$ cat config.mk
export PLATFORM = sky130hd
export DESIGN_NAME = nibble_serial_addsub
export DESIGN_NICKNAME = d
export VERILOG_FILES = /design/src/rtl/nibble_serial_addsub.sv
export SDC_FILE = /design/constraint.sdc
export NUM_CORES = 1
export LEC_CHECK = 0
export ABC_AREA = 1
export BUFFER_PORTS_ARGS = -buffer_cell sky130_fd_sc_hd__buf_4
export CORE_ASPECT_RATIO = 2
export CORE_UTILIZATION = 55
export DETAILED_ROUTE_END_ITERATION = 12
export PLACE_DENSITY = 0.83
export SLEW_MARGIN = 25
export SYNTH_ARGS = -nofsm -noshare
export SYNTH_HDL_FRONTEND = slang
export SYNTH_SLANG_ARGS = --single-unit
$ cat constraint.sdc
create_clock -name clk -period 5.9 [get_ports clk]
set_input_delay 1.18 -clock clk [delete_from_list [all_inputs] [get_ports clk]]
set_output_delay 1.18 -clock clk [all_outputs]
set_load 0.03 [all_outputs]
$ cat src/rtl/nibble_serial_addsub.sv
// Signed add/subtract that reuses one 4-bit carry-lookahead slice, one nibble per clock, LSB first.
// Optional saturation on signed overflow is enabled by defining NIBBLE_SERIAL_ADDSUB_SAT_EN.
module nibble_serial_addsub #(
    parameter int unsigned WIDTH = 16
) (
    input  logic             clk,
    input  logic             rst,
    input  logic             start,
    input  logic             sub,
    input  logic [WIDTH-1:0] a,
    input  logic [WIDTH-1:0] b,
    output logic             ready,
    output logic             done,
    output logic [WIDTH-1:0] result,
    output logic             ovfl,
    output logic             cout,
    output logic             zero,
    output logic             neg
);
    localparam int unsigned NNIB = WIDTH / 4;
    localparam int unsigned CW   = $clog2(NNIB);
    localparam int unsigned AW   = WIDTH - 4;

    typedef enum logic [1:0] {
        IDLE = 2'd0,
        RUN  = 2'd1,
        DONE = 2'd2
    } state_t;

    state_t          state;
    logic [CW-1:0]   cnt;
    logic            carry;
    logic [WIDTH-1:0] a_sh;
    logic [WIDTH-1:0] b_sh;
    logic [AW-1:0]   acc;

    logic [3:0]       g_c;
    logic [3:0]       p_c;
    logic [4:0]       c_c;
    logic [3:0]       sum_c;
    logic [WIDTH-1:0] raw_c;
    logic             ovf_c;
    logic [WIDTH-1:0] res_c;

    // 4-bit carry-lookahead slice on the low nibble of the operand shift registers
    always_comb begin
        g_c    = a_sh[3:0] & b_sh[3:0];
        p_c    = a_sh[3:0] ^ b_sh[3:0];
        c_c[0] = carry;
        c_c[1] = g_c[0] | (p_c[0] & carry);
        c_c[2] = g_c[1] | (p_c[1] & g_c[0]) | (p_c[1] & p_c[0] & carry);
        c_c[3] = g_c[2] | (p_c[2] & g_c[1]) | (p_c[2] & p_c[1] & g_c[0])
               | (p_c[2] & p_c[1] & p_c[0] & carry);
        c_c[4] = g_c[3] | (p_c[3] & g_c[2]) | (p_c[3] & p_c[2] & g_c[1])
               | (p_c[3] & p_c[2] & p_c[1] & g_c[0])
               | (p_c[3] & p_c[2] & p_c[1] & p_c[0] & carry);
        sum_c  = p_c ^ c_c[3:0];
    end

    // Full-width view: only meaningful on the last nibble, where the MSBs sit in the slice
    always_comb begin
        raw_c = {sum_c, acc};
        ovf_c = (a_sh[3] == b_sh[3]) & (sum_c[3] != a_sh[3]);
`ifdef NIBBLE_SERIAL_ADDSUB_SAT_EN
        if (ovf_c) begin
            res_c = a_sh[3] ? {1'b1, {(WIDTH-1){1'b0}}} : {1'b0, {(WIDTH-1){1'b1}}};
        end else begin
            res_c = raw_c;
        end
`else
        res_c = raw_c;
`endif
    end

    always_ff @(posedge clk or posedge rst) begin
        if (rst) begin
            state  <= IDLE;
            cnt    <= '0;
            carry  <= 1'b0;
            a_sh   <= '0;
            b_sh   <= '0;
            acc    <= '0;
            result <= '0;
            ovfl   <= 1'b0;
            cout   <= 1'b0;
            zero   <= 1'b0;
            neg    <= 1'b0;
            done   <= 1'b0;
            ready  <= 1'b1;
        end else begin
            done <= 1'b0;
            case (state)
                IDLE: begin
                    if (start) begin
                        a_sh  <= a;
                        b_sh  <= b ^ {WIDTH{sub}};
                        carry <= sub;
                        cnt   <= '0;
                        ready <= 1'b0;
                        state <= RUN;
                    end
                end
                RUN: begin
                    a_sh  <= a_sh >> 4;
                    b_sh  <= b_sh >> 4;
                    acc   <= AW'(raw_c >> 4);
                    carry <= c_c[4];
                    cnt   <= cnt + CW'(1);
                    if (cnt == CW'(NNIB - 1)) begin
                        result <= res_c;
                        ovfl   <= ovf_c;
                        cout   <= c_c[4];
                        zero   <= (res_c == '0);
                        neg    <= res_c[WIDTH-1];
                        done   <= 1'b1;
                        state  <= DONE;
                    end
                end
                DONE: begin
                    ready <= 1'b1;
                    state <= IDLE;
                end
                default: begin
                    ready <= 1'b1;
                    state <= IDLE;
                end
            endcase
        end
    end

endmodule

# Yosys cells after proc, flatten, opt, wreduce, memory -nomap -nowiden
# Cells that the tools add are included.
# totals
ff_bits	71
input_bits	36
output_inout_bits	22
elab_cells	74
# op_classes
n_addsub	1
eq_ne	6
muxes	15
n_bitwise	32
reduce_logical	7
# ops
cell	count
16-bit case mux with 2 select lines	2
16-bit two-way mux	2
1-bit AND	17
16-bit zero test	1
16-bit XOR	1
1-bit bitwise OR	10
2-bit case mux with 2 select lines	2
2-bit AND reduction	4
4-bit XOR	2
2-bit two-way mux	3
4-bit AND	1
1-bit two-way mux	4
2-bit != test (second input constant)	2
1-bit case mux with 2 select lines	2
2-bit by 1-bit adder with 2-bit output (second input constant)	1
2-bit by 1-bit == test with 1-bit output (second input constant)	1
2-bit == test (second input constant)	1
2-bit zero test	1
2-bit nonzero test	1
1-bit == test	1
1-bit != test	1
1-bit inverter	1

# Depth between registers and ports, before layout
# logic_depth
depth_word	8
depth_mapped	10
depth_no_buf	10

# Worst setup path after synthesis
# Ideal clock, no wire load.
# synth_path
path_type	register to output
from	register result[15]
to	output result[15]
arrival_time_ns	0.721
required_time_ns	4.720
setup_slack_ns	3.999
stages_incl_launch_ff	2
path_buffers	1
path_cell_list	dfrtp_1 buf_4
# synth_rtl
element	line	source
from (decl)	14	output logic [WIDTH-1:0] result,
from (signal assigned)	110	result <= res_c;
# No word-level cell between the ends.

# Worst setup path in the final report
# layout_path
from	register state[0]
to	register b_sh[2]
# layout_between
elab_chain_len	3
elab_cells_between_ends	6
classes_between	eq/ne (2); mux (1); reduce/logical (3)
# layout_lines
element	line	source
from (decl)	30	state_t state;
from (signal assigned)	77	state <= IDLE;
from (signal assigned)	100	state <= RUN;
from (signal assigned)	116	state <= DONE;
2-bit by 1-bit == test with 1-bit output / 2-bit zero test (equally long branches)	92	case (state)
2-bit nonzero test (no line) / 2-bit != test (equally long branches)	n/a	
2-bit AND reduction (no line)	n/a	
to (signal assigned)	96	b_sh <= b ^ {WIDTH{sub}};
to (signal assigned)	105	b_sh <= b_sh >> 4;
to (decl)	34	logic [WIDTH-1:0] b_sh;
# Several ways; a longest one is shown, not always the timed one.
# A chain may end at the register's enable or synchronous reset.

==> results.md <==
| Quantity | This run |
|:---|:---|
| Number of optimization iterations in the first detailed-route pass | 4 |
| Worst rel slew slack | 0.435 |
| FP Rows | 38 |
| Layout cell share with drive strength beyond 1 | 0.207 |
| CTS clock-pin slew for the worst setup and hold paths | 60 ps |
| Via count | 2412 |
| Maximum fanout along the worst path | 38 |
| Wire length of the first global-routing pass | 10200 um |
| Type of destination of the critical path | flop |
| Weighted congestion at the end of routability-driven global placement | 0.822 |
| DRC violation count after routing | 0 |
| Hold/Removal Path Class | flop to flop |
| Endpoint arrival time on the critical path | 2530 ps |
| Seq/Total Area, Yosys | 0.558 |
| GRT Util Overall | 0.223 |
| Number of vias per cell | 5.28 |
| Required time worst endpoint | 6100 ps |
| Number of synthesis warnings | 0 |
| Synth Cell Area | 3140 sq um |
| Clock tree skew after final layout | 4.66 ps |
| Power density cells | 526 nW/um^2 |
| Worst-margin pin slew | 847 ps |
| Number of pins exceeding their max-slew limit in the final report | 0 |
| Most frequent cells in the layout | sky130_fd_sc_hd__nand2_1, sky130_fd_sc_hd__dfrtp_1, sky130_fd_sc_hd__buf_4 |
| Per-cell routed wire length | 13.2 um |
| Register bit count reported by yosys | 70 |
| Final cycle utilization of the critical path | 0.396 |
| Clock buffer count from CTS | 9 |
| Antenna violations before repair | 0 |
| Chip height | 109 um |
| Deepest clock path buffer count | 2 |
| # nets final | 436 |
| Leakage power figure | 1.87 nW |
| Post-layout minimum cycle time | 2340 ps |
| Overall power of the completed layout | 0.00196 W |
| Number of antenna cells inserted | 0 |
| Starting density of the core | 0.574 |
| Unique cell type count in the Yosys netlist | 27 |
| Endpoints failing setup | 0 |
| # Max-Cap Violations | 0 |
| Clock tree from TritonCTS | built |
| Detailed placement HPWL | 4310 um |
| Unrepaired setup endpoints after global routing | false |
| Overall die area | 6030 sq um |
| Die width | 55.4 um |
| Core box area | 5470 sq um |
| Number of cells produced by synthesis | 341 |
| Count of routing violations after the opening detailed-route iteration | 92 |
| Number of hold buffers added after cts | 0 |
| Buffers inserted by post-CTS timing repair | 0 |
| Fmax | 0.428 GHz |
| Port bufs | 57 |
| Growth of design area from synthesis to finish | 18.7% |
| Worst supply voltage drop on vdd | 0.368 mV |
| Clock latency at the later pin of the worst-skew pair | 340 ps |
| Largest net degree at the start of global routing | 71 |
| Grt total ovfl | 0 |
| Quantity of gates resized following cts | 0 |
| Most common cell after layout, fill and taps aside | sky130_fd_sc_hd__nand2_1 |
| Via count of the first global-routing pass | 2251 |
| Clk sink count | 70 |
| Number of top-level pins | 58 |
| Total wirelength of the detailed-routed design | 6020 um |
| Hold violation count in the final report | 0 |
| Post-synthesis area per instance | 9.21 sq um |
| Setup_tns | 0 ps |
| Startpoint Class | flop |
| Number of fill cells | 454 |
| Path type of the worst setup path | flop to flop |
| Net count after synthesis | 383 |
| Clock root buffer | sky130_fd_sc_hd__clkbuf_8 |
| Outcome | finished, final reports clean |
| Number of routed nets with antenna violations | 0 |
| Max H-tree Level | 3 |
[cells by family after synthesis]
logic type / after synthesis / synth area share
flip-flops: 70 / 0.558
adder cells (fa/ha/maj): 6 / 0.0263
AO/OA/AOI/OAI: 65 / 0.126
XOR/XNOR: 16 / 0.0446
buffers and inverters: 50 / 0.0721
AND/OR/NAND/NOR: 134 / 0.173
[sequential cells by signal, summed over array words and instances, names as in the netlist]
register	cells
carry	1
result	16
b_sh	16
ready	1
cout	1
cnt	2
done	1
a_sh	16
ovfl	1
zero	1
state	2
acc	12
[power by group]
group | internal [W] | total (W) | switching, W
clock | 0.000182 | 0.000340 | 0.000158
sequential | 0.000682 | 0.000798 | 0.000116
combinational | 0.000292 | 0.000823 | 0.000531
[metal layers]
| metal | GRT usage | vias to the layer above | wire, um |
|---|---|---|---|
| li1 | - | 1200 | - |
| met1 | 0.238 | 1140 | 2290 |
| met2 | 0.409 | 60 | 3390 |
| met3 | 0.0498 | 12 | 203 |
| met4 | 0.113 | 0 | 144 |
| met5 | 0 | - | 0 |
[final cells by class]
| type | instances | area (sq um) | area share |
|---|---|---|---|
| inverters | 34 | 128 | 0.0343 |
| repair buffers | 58 | 435 | 0.117 |
| clock inverters | 1 | 5.00 | 0.00134 |
| multi-input cells | 221 | 1160 | 0.311 |
| well taps | 60 | 75.1 | 0.0202 |
| clock buffers | 13 | 169 | 0.0453 |
| flip-flops and latches | 70 | 1750 | 0.471 |
[synth_stat cells]
library cell               number  area [sq um]
sky130_fd_sc_hd__a22oi_1       10          75.1
sky130_fd_sc_hd__nor2_4         1          11.3
sky130_fd_sc_hd__inv_1         30           113
sky130_fd_sc_hd__buf_2          7          35.0
sky130_fd_sc_hd__a22o_1         1          8.76
sky130_fd_sc_hd__nand2_1      106           398
sky130_fd_sc_hd__nand2_2        2          12.5
sky130_fd_sc_hd__fa_1           1          20.0
sky130_fd_sc_hd__o211ai_1      11          82.6
sky130_fd_sc_hd__nand3b_1       2          15.0
sky130_fd_sc_hd__nand3_2        1          10.0
sky130_fd_sc_hd__dfstp_2        1          26.3
sky130_fd_sc_hd__nand4_1        1          6.26
sky130_fd_sc_hd__xnor2_1       16           140
sky130_fd_sc_hd__o21ai_0       35           175
sky130_fd_sc_hd__dfrtp_1       69          1730
sky130_fd_sc_hd__nor2_1        14          52.6
sky130_fd_sc_hd__buf_6          1          11.3
sky130_fd_sc_hd__clkbuf_1       2          7.51
sky130_fd_sc_hd__nor2_2         1          6.26
sky130_fd_sc_hd__a21oi_1        3          15.0
sky130_fd_sc_hd__o221ai_1       3          26.3
sky130_fd_sc_hd__inv_2          4          15.0
sky130_fd_sc_hd__ha_1           5          62.6
sky130_fd_sc_hd__buf_4          6          45.0
sky130_fd_sc_hd__o22ai_1        2          12.5
sky130_fd_sc_hd__nand3_1        6          30.0
[final timing paths]
path / start / endpoint / slack (ps) / cells past startpoint
max in group asynchronous: rst / ovfl / 4260 / 3
min in group asynchronous: rst / result[5] / 1080 / 3
setup / recovery: state[0] / b_sh[2] / 3560 / 7
setup reg to reg: state[0] / b_sh[2] / 3560 / 7
hold reg to reg: zero / zero / 480 / 2
hold / removal: zero / zero / 480 / 2
[worst max-delay path, cell delays in order (launching register included)]
cell and delay, ps:
sky130_fd_sc_hd__dfrtp_1 410, sky130_fd_sc_hd__inv_2 70, sky130_fd_sc_hd__nor2_4 590, sky130_fd_sc_hd__inv_2 300
sky130_fd_sc_hd__nand2_2 290, sky130_fd_sc_hd__inv_2 220, sky130_fd_sc_hd__a22oi_1 180, sky130_fd_sc_hd__o21ai_0 110
[through the flow]
step                       util  hold WS [ps]  cells  cell area [sq um]  setup WS, ps
final                     0.681           481    457               3720          3560
after global routing      0.681           506    457               3720          3310
after CTS                 0.681           485    457               3720          3580
after detailed placement  0.649           470    443               3550          3560
after global placement    0.649           467    443               3550          3650
after floorplan               -           450    341               3140          2950
No activity file was read; power rests on OpenSTA's default activity.
